File: src/rtl/handshake_tx.sv
// handshake_tx: FIFO-buffered ready/valid transmitter with registered tag.
// Words leave in push order; a saturating counter tracks completed transfers.
module handshake_tx #(
  parameter int DEPTH = 4,
  parameter int WIDTH = 4,
  parameter int CNT_W = 8
) (
  input  logic                     CLK,
  input  logic                     RESETN,
  input  logic                     push_valid,
  output logic                     push_ready,
  input  logic [WIDTH-1:0]         push_data,
  output logic                     handshake_valid,
  input  logic                     handshake_ready,
  output logic [WIDTH-1:0]         in1,
  output logic                     out,
  output logic [CNT_W-1:0]         count,
  output logic [$clog2(DEPTH):0]   level
);

  localparam int PW = $clog2(DEPTH);
  localparam int LW = PW + 1;
  localparam logic [LW-1:0] FULL = LW'(DEPTH);
  localparam logic [CNT_W-1:0] CNT_MAX = '1;

  logic [WIDTH-1:0] mem [DEPTH];
  logic [PW-1:0]    wr_ptr;
  logic [PW-1:0]    rd_ptr;
  logic [LW-1:0]    pending;
  logic             push;
  logic             pop;
  logic             load;
  logic [WIDTH-1:0] head;

  // Full is judged on the registered level, so a same-cycle pop never frees a slot.
  assign push_ready = RESETN && (level != FULL);
  assign push       = push_valid && push_ready;
  assign pop        = handshake_valid && handshake_ready;

  // Words stored but not yet moved into the output register.
  assign pending = level - LW'(handshake_valid);
  assign head    = mem[rd_ptr];
  assign load    = (pending != '0) && (!handshake_valid || pop);

  always_ff @(posedge CLK) begin
    if (push) begin
      mem[wr_ptr] <= push_data;
    end
  end

  always_ff @(posedge CLK) begin
    if (!RESETN) begin
      wr_ptr          <= '0;
      rd_ptr          <= '0;
      level           <= '0;
      handshake_valid <= 1'b0;
      in1             <= '0;
      out             <= 1'b0;
      count           <= '0;
    end else begin
      if (push) begin
        wr_ptr <= wr_ptr + PW'(1);
      end
      level <= level + LW'(push) - LW'(pop);
      if (load) begin
        rd_ptr          <= rd_ptr + PW'(1);
        in1             <= head;
        out             <= (|head) && (&head);
        handshake_valid <= 1'b1;
      end else if (pop) begin
        handshake_valid <= 1'b0;
      end
      if (pop && (count != CNT_MAX)) begin
        count <= count + CNT_W'(1);
      end
    end
  end

endmodule

File: config.mk
export PLATFORM = sky130hd
export DESIGN_NAME = handshake_tx
export DESIGN_NICKNAME = d
export VERILOG_FILES = /design/src/rtl/handshake_tx.sv
export SDC_FILE = /design/constraint.sdc
export NUM_CORES = 1
export LEC_CHECK = 0
export CORE_UTILIZATION = 46
export DETAILED_ROUTE_END_ITERATION = 16
export PLACE_DENSITY_LB_ADDON = 0.15
export SETUP_SLACK_MARGIN = 0.3
export SLEW_MARGIN = 20
export SYNTH_ARGS = -nofsm -noshare
export SYNTH_HDL_FRONTEND = slang
export SYNTH_SLANG_ARGS = --single-unit
File: constraint.sdc
create_clock -name CLK -period 4.6 [get_ports CLK]
set_clock_uncertainty 0.05 [all_clocks]
set_input_delay 1.15 -clock CLK [delete_from_list [all_inputs] [get_ports CLK]]
set_output_delay 1.15 -clock CLK [all_outputs]
set_load 0.02 [all_outputs]
After elaboration in Yosys (flattened, before gate mapping)
Memory sizes are Yosys's and may differ from the RTL's. A register that Yosys moved wholly into a read port is not among the register bits.
Index checks and enable logic that the tools add are counted.
{"block": "classes", "n_addsub": 6, "n_eq_ne": 2, "mux": 6, "reduce_logical": 12}
{"operator": "$add A8 B1 Y8 const B", "count": 1}
{"operator": "$ne A8 B8 Y1 const B", "count": 1}
{"operator": "$logic_and A1 B1 Y1", "count": 6}
{"operator": "$sub A3 B1 Y3", "count": 2}
{"operator": "$add A2 B1 Y2 const B", "count": 2}
{"operator": "$mux W1", "count": 4}
{"operator": "$mux W2", "count": 2}
{"operator": "$reduce_and A4 Y1", "count": 1}
{"operator": "$reduce_or A4 Y1", "count": 1}
{"operator": "$add A3 B1 Y3", "count": 1}
{"operator": "$ne A3 B3 Y1 const B", "count": 1}
{"operator": "$reduce_bool A3 Y1", "count": 1}
{"operator": "$reduce_bool A2 Y1", "count": 1}
{"operator": "$logic_not A1 Y1", "count": 1}
{"operator": "$logic_or A1 B1 Y1", "count": 1}
{"block": "word_totals", "reg_bits": 21, "ramBits": 16, "input_bits": 8, "n_memories": 1}
{"name": "mem", "depth": 4, "word_bits": 4, "read_ports": 1, "rd_clocked_by_memory_dff": 1, "wr": 1, "line_no": "26", "source": "logic [WIDTH-1:0] mem [DEPTH];"}

Logic depth before layout (Yosys ltp)
Gate-level depths: netlist of run 1.
{"block": "logic_depth", "ltp_word": 5, "mapped_depth": 11, "depth_no_buf": 11}

Worst setup path before layout of run 1
OpenSTA, ideal clock, no wires.
{"block": "synth_path", "path_kind": "input port to output port", "start": "input RESETN", "end": "output push_ready", "arrival_time_ns": 1.778, "required_ns": 3.400, "path_slack_ns": 1.622, "path_stages": 3, "path_cell_list": "inv_1 -> buf_1 -> a21oi_1"}
{"block": "synth_between", "elab_chain_cells": 1}
{"item": "from (decl)", "line_no": "9", "source": "input logic RESETN,"}
{"item": "$logic_and A1 B1 Y1", "line_no": "36", "source": "assign push_ready = RESETN && (level != FULL);"}
{"item": "to (decl)", "line_no": "11", "source": "output logic push_ready,"}
Every way passes these cells.

Worst setup path after layout of run 1
Same ends and word-level chain as after synthesis.

==> results.py, run 1 <==
metrics = {
    "run_status": {
        "status": "completed",
    },
    "clocking": {
        "clock_latency_ps": 340,
        "cts.sinks": 39,
        "cts_buffer_depth": 2,
        "ctsHoldBuffers": 0,
        "cts_setup_buffers": 0,
        "h-tree-depth": 2,
        "path_clk_slew_ps": 110,
        "cts_root_buf": "clkbuf_4",
        "cts_resized": 0,
        "tritoncts": "built",
        "numCtsBuffers": 5,
    },
    "logic_synthesis": {
        "synth-simple-area-share_pct": 13.0,
        "yosys-mux-area-fraction_pct": 8.97,
        "synth-compound-area-share_pct": 6.88,
        "synth_top_area_cell": "edfxtp_1",
        "yosys.area_share.xor_xnor_pct": 4.19,
        "synth_area_mm2": 0.00167,
        "yosys.area_share.adder_pct": 7.17,
        "synth_nets": 155,
        "synthArstFlopShare_pct": 0,
        "synth_ff_type": "dfxtp_1",
        "synth-edff-count": 16,
        "ys_ff_latch": 39,
        "syn_area_per_cell_um2": 12.1,
        "yosys_warnings": 0,
        "synth_top_cell_area_share_pct": 28.7,
        "ys_types": 33,
        "synth_top_family_by_area": "simple AND/OR/NAND/NOR gates",
        "ys_top_cells_by_area": "edfxtp_1, dfxtp_1, ha_1, mux4_2, mux2i_1",
        "synthCells": 138,
        "synth_seq_area_share_pct": 56.2,
    },
    "power": {
        "power_density_mw_per_mm2": 527,
        "p_leak_nw": 0.765,
        "ir_worst_vdd_mv": 0.295,
        "p_switching_w": 0.000361,
        "swShare_pct": 33.4,
        "pwr-share-clk_pct": 19.6,
        "cellInternalPower_w": 0.000721,
        "combinationalPowerShare_pct": 36.2,
        "seqPwrFrac_pct": 44.2,
    },
    "layout": {
        "syn2layout_area_growth_pct": 22.6,
        "diodes": 0,
        "post_route_cells_drive_above_1_share_pct": 8.88,
        "fin_nets": 185,
        "fin_area_mm2": 0.00205,
        "fillers": 289,
    },
    "timing": {
        "fmax_mhz": 271,
        "maxSlewViolCount": 0,
        "hold_viol": 0,
        "setup_viol": 0,
        "grt_setup_unrepaired": "no",
        "setup_tns_ps": 0,
        "finalCritPeriodShare_pct": 80.3,
        "min_period_ps": 3700,
        "tightest_slew_ps": 497,
        "maxSlewHeadroom_pct": 66.9,
        "final.setup.worst_slack_ps": 904,
    },
    "global_route": {
        "grt_pass1_wl_um": 4970,
        "grt_max_degree": 21,
        "grt_pass1_vias": 1058,
        "antenna_found_initial": 0,
        "grt-ovfl-total": 0,
        "gr-usage-all-layers_pct": 16.8,
    },
    "worst_setup_path": {
        "arrival_ps": 2500,
        "critPathKind": "in -> out",
        "timing.critical_path.slowest_cell_delay_ps": 620,
        "critPathRequiredTime_ps": 3400,
        "endpoint_kind": "primary output",
        "cpMostUsedCell": "clkdlybuf4s50_1",
        "cp_slowest_cell": "clkdlybuf4s50_1",
        "crit_path_max_fanout": 5,
        "cp-start-kind": "input pin",
        "path_cells": "clkdlybuf4s50_1 > inv_1 > a21oi_1 > clkdlybuf4s50_1",
    },
    "routing": {
        "drtPass1Iterations": 4,
        "drc_errors": 0,
        "ant_nets": 0,
        "routedWlPerCell_um": 13.0,
        "drt_first_iter_violations": 41,
        "viasPerCell": 5.12,
        "totalWireLength_um": 2790,
        "num_vias": 1101,
    },
    "min_path": {
        "hp-class": "reg -> reg",
    },
    "place": {
        "dp_slack_ps": 801,
        "globalplace.congestion": 0.726,
        "place_area_mm2": 0.00197,
        "port_buffers": 25,
        "dp_hpwl_um": 2110,
    },
    "floorplan": {
        "boundaryPins": 26,
        "coreArea_mm2": 0.00342,
        "die-area_mm2": 0.00388,
        "die_y_um": 62.3,
        "std_cell_rows": 21,
        "die_w_um": 62.3,
        "start_util_pct": 49.0,
    },
    "flow_run": {
        "maxCapViolCount": 0,
    },
}
## Yosys cell counts (3+ instances only)
| library cell | count |
|---|---|
| dfxtp_1 | 23 |
| edfxtp_1 | 16 |
| nor2_1 | 15 |
| inv_1 | 11 |
| ha_1 | 8 |
| and2_1 | 7 |
| mux2i_1 | 6 |
| nand2_1 | 6 |
| mux4_2 | 4 |
| nand3_1 | 4 |
| xnor2_1 | 4 |
| xor2_1 | 4 |
| a21oi_1 | 3 |
| nand4_1 | 3 |
## path summary, 6_finish.rpt
kind	start	end	slack, ps	depth (start not counted)
max	RESETN	push_ready	900	4
min	out$_SDFFE_PN0P_	out$_SDFFE_PN0P_	450	2
max reg2reg	level[1]$_SDFF_PN0_	level[2]$_SDFF_PN0_	2130	11
min reg2reg	out$_SDFFE_PN0P_	out$_SDFFE_PN0P_	450	2
## placed cells by master, fill, tap and decap left out, types with 4 or more instances in the layout
cell type / n
mux2i_1: 6
clkbuf_4: 5
nor2_1: 15
clkdlybuf4s50_1: 25
ha_1: 8
xor2_1: 4
dfxtp_1: 23
and2_1: 7
xnor2_1: 4
inv_1: 11
mux4_2: 4
edfxtp_1: 16
nand3_1: 4
nand2_1: 6
## critical path, delay by kind of cell
kind	cells	cell delay, ps
compound gates	1	110
buf+inv	3	1230
## metrics by stage
stage	hold slack [ps]	std cells	power, W	util, %
6_report	447	215	0.00108	60.1
5_1_grt	473	215	0.00116	60.1
4_1_cts	452	215	0.00110	60.1
3_5_place_dp	433	207	0.000882	57.7
3_3_place_gp	428	207	0.000868	57.7
2_1_floorplan	444	138	0.000773	-
## state kept, by name (all words and copies together), names as in the netlist, named ones only
signal	cells
handshake_valid	1
in1	4
out	1
count	8
mem	16
rd_ptr	2
wr_ptr	2
level	3
## cell type report
| cell class | instances | area (um2) | share of cell area (%) |
|---|---|---|---|
| Clock inverter | 1 | 5.00 | 0.244 |
| Timing Repair Buffer | 26 | 258 | 12.6 |
| Tap cell | 46 | 57.6 | 2.80 |
| Sequential cell | 39 | 941 | 45.9 |
| Clock buffer | 7 | 76.3 | 3.72 |
| Inverter | 11 | 41.3 | 2.01 |
| Multi-Input combinational cell | 85 | 673 | 32.8 |
## cells by family (layout without fill, tap and decap cells)
logic type | Yosys count | after routing
AND/OR/NAND/NOR | 43 | 43
adder cells (fa/ha/maj) | 9 | 9
multiplexers | 10 | 10
XOR/XNOR | 8 | 8
buffers and inverters | 14 | 45
AO/OA/AOI/OAI | 15 | 15
flip-flops | 39 | 39
## power groups by stage
stage / combinational, W / sequential [W] / clock [W]
5_1_grt: 0.000435 / 0.000490 / 0.000235
3_5_place_dp: 0.000395 / 0.000487 / 0
4_1_cts: 0.000397 / 0.000480 / 0.000219
2_1_floorplan: 0.000261 / 0.000512 / 0
6_report: 0.000392 / 0.000478 / 0.000212
3_3_place_gp: 0.000384 / 0.000484 / 0
## layer usage
metal / wire, um / vias up / track usage, %
met1: 1290 / 518 / 22.6
met4: 39 / 0 / 6.10
li1: - / 548 / -
met5: 0 / - / 0
met2: 1320 / 30 / 25.3
met3: 138 / 5 / 5.33
Note: power is estimated with default switching activity, not from simulation.
==> run 2: changes to the inputs <==
==> constraint.sdc (replaced) <==
create_clock -name CLK -period 3.8 [get_ports CLK]
set_clock_uncertainty 0.05 [all_clocks]
set_input_delay 0.95 -clock CLK [delete_from_list [all_inputs] [get_ports CLK]]
set_output_delay 0.95 -clock CLK [all_outputs]
set_load 0.02 [all_outputs]
==> run 2 against run 1 <==
Against the previous run: design area is 0.49% lower; largest power group unchanged; largest cell class unchanged; sequential share of layout area is 0.22 points higher; flip-flop and latch count stayed put; setup slack worse by 310 ps; combinational power is 24% higher; critical endpoint is now level[2]$_SDFF_PN0_; global-route usage is 0.52 points higher; sequential power is 21% higher; final cell count is 0.93% higher; worst hold slack better by 9.1 ps.
==> results.py, run 2 (synthesized netlist as in run 1, its figures left out) <==
metrics = {
    "timing": {
        "hold_slack_ps": 456,
        "fmax_mhz": 312,
        "min_period_ps": 3210,
        "grt_setup_unrepaired": "no",
        "tightest_slew_ps": 489,
        "setup_viol": 0,
        "finalCritPeriodShare_pct": 84.4,
        "setup_tns_ps": 0,
        "maxSlewViolCount": 0,
        "maxSlewHeadroom_pct": 67.4,
        "hold_viol": 0,
    },
    "clocking": {
        "cts_root_buf": "clkbuf_4",
        "numCtsBuffers": 5,
        "cts.sinks": 39,
        "ctsHoldBuffers": 0,
        "h-tree-depth": 2,
        "path_clk_slew_ps": 110,
        "cts_buffer_depth": 2,
        "clock_latency_ps": 340,
        "tritoncts": "built",
    },
    "layout": {
        "fin_area_mm2": 0.00204,
        "mostFrequentLayoutCells": "clkdlybuf4s50_1, dfxtp_1, edfxtp_1, nor2_1, inv_1",
        "final_common_cell": "clkdlybuf4s50_1",
        "largest_register_ffs": 16,
        "post_route_cells_drive_above_1_share_pct": 9.36,
        "multiInputGateArea_um2": 673,
        "fillers": 312,
        "reg_top3": "mem x16, count x8, in1 x4",
        "syn2layout_area_growth_pct": 22.0,
        "diodes": 0,
        "seqCellArea_um2": 941,
        "final_core_util_pct": 59.8,
        "fin_nets": 187,
        "regMostFlops": "mem",
    },
    "worst_setup_path": {
        "cp-start-kind": "input pin",
        "critPathLaunch": "RESETN",
        "arrival_ps": 3400,
        "r2r_cells": 11,
        "r2r_setup_slack_ps": 1450,
        "r2r-end": "level[2]$_SDFF_PN0_",
        "endpoint_kind": "flip-flop",
        "setup.worst_path.end": "level[2]$_SDFF_PN0_",
        "timing.rr.start": "level[1]$_SDFF_PN0_",
        "critPathRequiredTime_ps": 3990,
        "crit_path_max_fanout": 11,
        "critPathKind": "in -> reg",
    },
    "global_route": {
        "grt_pass1_wl_um": 5030,
        "grt_pass1_vias": 1075,
        "grt_max_degree": 12,
        "antenna_found_initial": 0,
        "grt-ovfl-total": 0,
        "gr-usage-all-layers_pct": 17.3,
    },
    "routing": {
        "drt_first_iter_violations": 42,
        "drc_errors": 0,
        "drtPass1Iterations": 4,
        "num_vias": 1129,
        "routedWlPerCell_um": 14.0,
        "ant_nets": 0,
        "totalWireLength_um": 3040,
        "viasPerCell": 5.20,
    },
    "floorplan": {
        "die_w_um": 62.3,
        "std_cell_rows": 21,
        "start_util_pct": 49.0,
        "die_y_um": 62.3,
        "coreArea_mm2": 0.00342,
        "boundaryPins": 26,
        "die-area_mm2": 0.00388,
    },
    "power": {
        "power_density_mw_per_mm2": 618,
        "p_leak_nw": 0.763,
        "finalPower_w": 0.00126,
        "ir_worst_vdd_mv": 0.445,
    },
    "run_status": {
        "status": "completed",
    },
    "place": {
        "dp_hpwl_um": 2260,
        "place_area_mm2": 0.00198,
        "port_buffers": 25,
        "globalplace.congestion": 0.685,
    },
    "min_path": {
        "hp-class": "reg -> reg",
    },
    "flow_run": {
        "maxCapViolCount": 0,
    },
}
==> run 2: changes by cell type in the layout (fill, tap and decap cells not counted) <==
cell             change
buf_4                +2
clkbuf_1             +2
clkbuf_16            -1
clkbuf_8             -1
clkdlybuf4s50_1      -1
clkinvlp_4           +1
dlymetal6s2s_1       +1
inv_1                -1
==> run 2: cell type report <==
| class | instances | area share [%] |
|---|---|---|
| flip-flops and latches | 39 | 46.1 |
| multi-input cells | 85 | 33.0 |
| repair buffers | 28 | 13.5 |
| well taps | 46 | 2.82 |
| clock buffers | 7 | 2.21 |
| inverters | 11 | 2.21 |
| clock inverters | 1 | 0.245 |
==> run 2: worst min path at each step <==
stage / startpoint / to / slack [ps] / depth (start not counted)
CTS: in1[2]$_SDFFE_PN0P_ / in1[2]$_SDFFE_PN0P_ / 460 / 2
global placement: out$_SDFFE_PN0P_ / out$_SDFFE_PN0P_ / 430 / 2
detailed placement: in1[2]$_SDFFE_PN0P_ / in1[2]$_SDFFE_PN0P_ / 430 / 2
finish: in1[2]$_SDFFE_PN0P_ / in1[2]$_SDFFE_PN0P_ / 460 / 2
floorplan: rd_ptr[0]$_SDFFE_PN0P_ / flip-flop / 440 / 2
global route: in1[2]$_SDFFE_PN0P_ / in1[2]$_SDFFE_PN0P_ / 500 / 2
==> run 2: timing repair <==
action,4_1_cts,5_1_grt
endpoints found under the hold margin,0,0
endpoints found under the setup margin,1,1
buffers inserted,1,0
gates resized for setup,1,1
==> run 2: layer usage <==
layer	global-route usage, %	routed length (um)	vias up
li1	-	-	552
met1	22.3	1440	550
met2	27.3	1440	22
met3	5.51	116	5
met4	6.10	38	0
met5	0	0	-
==> run 2: worst max-delay path: stages <==
cell and delay [ps]:
clkdlybuf4s50_1 600, clkinvlp_4 140, buf_4 190, a211oi_4 170, inv_1 60, ha_1 280, inv_1 60, ha_1 140
inv_1 50, fa_1 380, xor2_1 170, xnor2_1 130, nor2_1 50
==> run 2: per-stage QoR <==
step	cells	setup slack, ps
2_1_floorplan	138	1060
4_1_cts	217	364
5_1_grt	217	436
6_report	217	591
3_5_place_dp	208	266
3_3_place_gp	208	297
==> run 2: power by group <==
part	switching [W]	leakage [nW]	total, W	internal, W
clock	0.000126	0.0293	0.000198	0.0000722
sequential	0.0000713	0.334	0.000578	0.000507
combinational	0.000247	0.400	0.000486	0.000239
==> run 3: changes to the inputs <==
==> constraint.sdc (replaced) <==
create_clock -name CLK -period 3 [get_ports CLK]
set_clock_uncertainty 0.05 [all_clocks]
set_input_delay 0.75 -clock CLK [delete_from_list [all_inputs] [get_ports CLK]]
set_output_delay 0.75 -clock CLK [all_outputs]
set_load 0.02 [all_outputs]
==> run 3 against run 2 <==
Against the previous run: clock power increased by 79%; via count shrank 1.2%; die area is the same; register-to-register slack got worse by 850 ps; critical path type unchanged; critical endpoint unchanged; largest power group unchanged.
==> results.py, run 3 (synthesized netlist as in run 1, its figures left out) <==
metrics = {
    "run_status": {
        "status": "completed",
    },
    "layout": {
        "post_route_cells_drive_above_1_share_pct": 11.7,
        "mostFrequentLayoutCells": "dfxtp_1, clkdlybuf4s50_1, edfxtp_1, nor2_1, inv_1",
        "syn2layout_area_growth_pct": 24.3,
        "seqCellArea_um2": 941,
        "regMostFlops": "mem",
        "diodes": 0,
        "multiInputGateArea_um2": 683,
        "fillers": 273,
        "largest_register_ffs": 16,
        "reg_top3": "mem x16, count x8, in1 x4",
        "fin_nets": 187,
    },
    "routing": {
        "routedWlPerCell_um": 13.2,
        "ant_nets": 0,
        "drt_first_iter_violations": 22,
        "viasPerCell": 5.14,
        "drtPass1Iterations": 4,
        "num_vias": 1116,
        "totalWireLength_um": 2860,
        "drc_errors": 0,
    },
    "timing": {
        "grt_setup_unrepaired": "no",
        "setup_tns_ps": 0,
        "fmax_mhz": 392,
        "min_period_ps": 2550,
        "setup_viol": 0,
        "tightest_slew_ps": 470,
        "finalCritPeriodShare_pct": 85.1,
        "hold_viol": 0,
        "maxSlewViolCount": 0,
        "maxSlewHeadroom_pct": 68.6,
    },
    "global_route": {
        "gr-usage-all-layers_pct": 16.8,
        "grt_pass1_wl_um": 4890,
        "grt_pass1_vias": 1077,
        "grt-ovfl-total": 0,
        "antenna_found_initial": 0,
        "grt_max_degree": 18,
    },
    "power": {
        "power_density_mw_per_mm2": 822,
        "pwr-share-clk_pct": 20.8,
        "p_switching_w": 0.000581,
        "seqPwrFrac_pct": 43.1,
        "ir_worst_vdd_mv": 0.447,
        "cellInternalPower_w": 0.00113,
        "finalPower_w": 0.00171,
        "combinationalPowerShare_pct": 36.1,
        "swShare_pct": 34.0,
        "p_leak_nw": 0.780,
    },
    "worst_setup_path": {
        "critPathRequiredTime_ps": 3180,
        "critPathKind": "in -> reg",
        "r2r_cells": 11,
        "endpoint_kind": "flip-flop",
        "cp-start-kind": "input pin",
        "r2r-end": "level[2]$_SDFF_PN0_",
        "arrival_ps": 2730,
        "crit_path_max_fanout": 2,
        "timing.rr.start": "level[1]$_SDFF_PN0_",
        "r2r_setup_slack_ps": 600,
    },
    "clocking": {
        "cts.sinks": 39,
        "tritoncts": "built",
        "numCtsBuffers": 5,
        "h-tree-depth": 2,
        "cts_buffer_depth": 2,
        "ctsHoldBuffers": 0,
        "path_clk_slew_ps": 120,
        "clock_latency_ps": 340,
        "cts_setup_buffers": 0,
        "cts_root_buf": "clkbuf_4",
    },
    "floorplan": {
        "die-area_mm2": 0.00388,
        "die_y_um": 62.3,
        "die_w_um": 62.3,
        "coreArea_mm2": 0.00342,
        "start_util_pct": 49.0,
        "boundaryPins": 26,
        "std_cell_rows": 21,
    },
    "min_path": {
        "hp-class": "reg -> reg",
        "hold_end": "out$_SDFFE_PN0P_",
        "min_from": "out$_SDFFE_PN0P_",
        "hold_depth": 2,
    },
    "place": {
        "globalplace.congestion": 0.710,
        "dp_hpwl_um": 2110,
        "port_buffers": 25,
    },
    "flow_run": {
        "maxCapViolCount": 0,
    },
}
-- run 3: cell types whose count changed in the layout (fill, tap and decap cells not counted) --
cell / delta
inv_6: +1
inv_2: +1
clkinv_2: -1
clkbuf_1: -2
xor2_1: -1
xor2_2: +1
bufinv_16: +1
fa_2: +1
fa_1: -1
clkdlybuf4s50_1: -1
dlygate4sd2_1: +1
-- run 3: final cells by class --
class	count	share of cell area, %
Tap cell	46	2.77
Clock inverter	3	2.22
Sequential cell	39	45.2
Inverter	11	1.98
Multi-Input combinational cell	85	32.8
Timing Repair Buffer	28	13.2
Clock buffer	5	1.80
-- run 3: power by group through the flow --
stage	Sequential, W	Combinational, W	Clock, W
global placement	0.000741	0.000586	0
global route	0.000757	0.000679	0.000389
finish	0.000738	0.000618	0.000355
CTS	0.000739	0.000614	0.000361
detailed placement	0.000749	0.000610	0
floorplan	0.000784	0.000400	0
-- run 3: critical path, stage by stage --
cell and delay, ps:
clkdlybuf4s50_1 460, inv_1 60, a211oi_4 160, inv_1 60, ha_1 280, inv_1 60
ha_1 130, inv_1 50, fa_2 350, xor2_2 150, xnor2_1 170, nor2_1 60
-- run 3: per-stage QoR --
step                      util, %  setup WS, ps  hold WS [ps]  area [um2]  std cells
after floorplan                 -           459           444        1670        138
after global routing         60.9           337           472        2080        217
final                        60.9           447           431        2080        217
after CTS                    60.5           321           429        2070        217
after detailed placement     58.1         -30.3           412        1990        209
after global placement       58.1          60.7           406        1990        209
-- run 3: repair_timing --
action,4_1_cts,5_1_grt
gates resized for setup,1,4
pin swaps,0,2
endpoints found under the setup margin,1,2
-- run 3: worst max path at each step --
stage / depth (start not counted) / end / startpoint / slack (ps)
final: 12 / level[2]$_SDFF_PN0_ / push_valid / 450
after global routing: 12 / level[2]$_SDFF_PN0_ / push_valid / 340
after CTS: 12 / level[2]$_SDFF_PN0_ / RESETN / 320
after detailed placement: 12 / level[2]$_SDFF_PN0_ / RESETN / -30
after global placement: 12 / level[2]$_SDFF_PN0_ / RESETN / 60
after floorplan: 11 / level[2]$_SDFF_PN0_ / push_valid / 460
-- run 3: per-layer routing --
metal | routed length [um] | GRT usage, % | vias to the layer above
li1 | - | - | 551
met2 | 1460 | 29.1 | 26
met3 | 87 | 4.41 | 4
met1 | 1280 | 20.1 | 535
met5 | 0 | 0 | -
met4 | 37 | 6.10 | 0
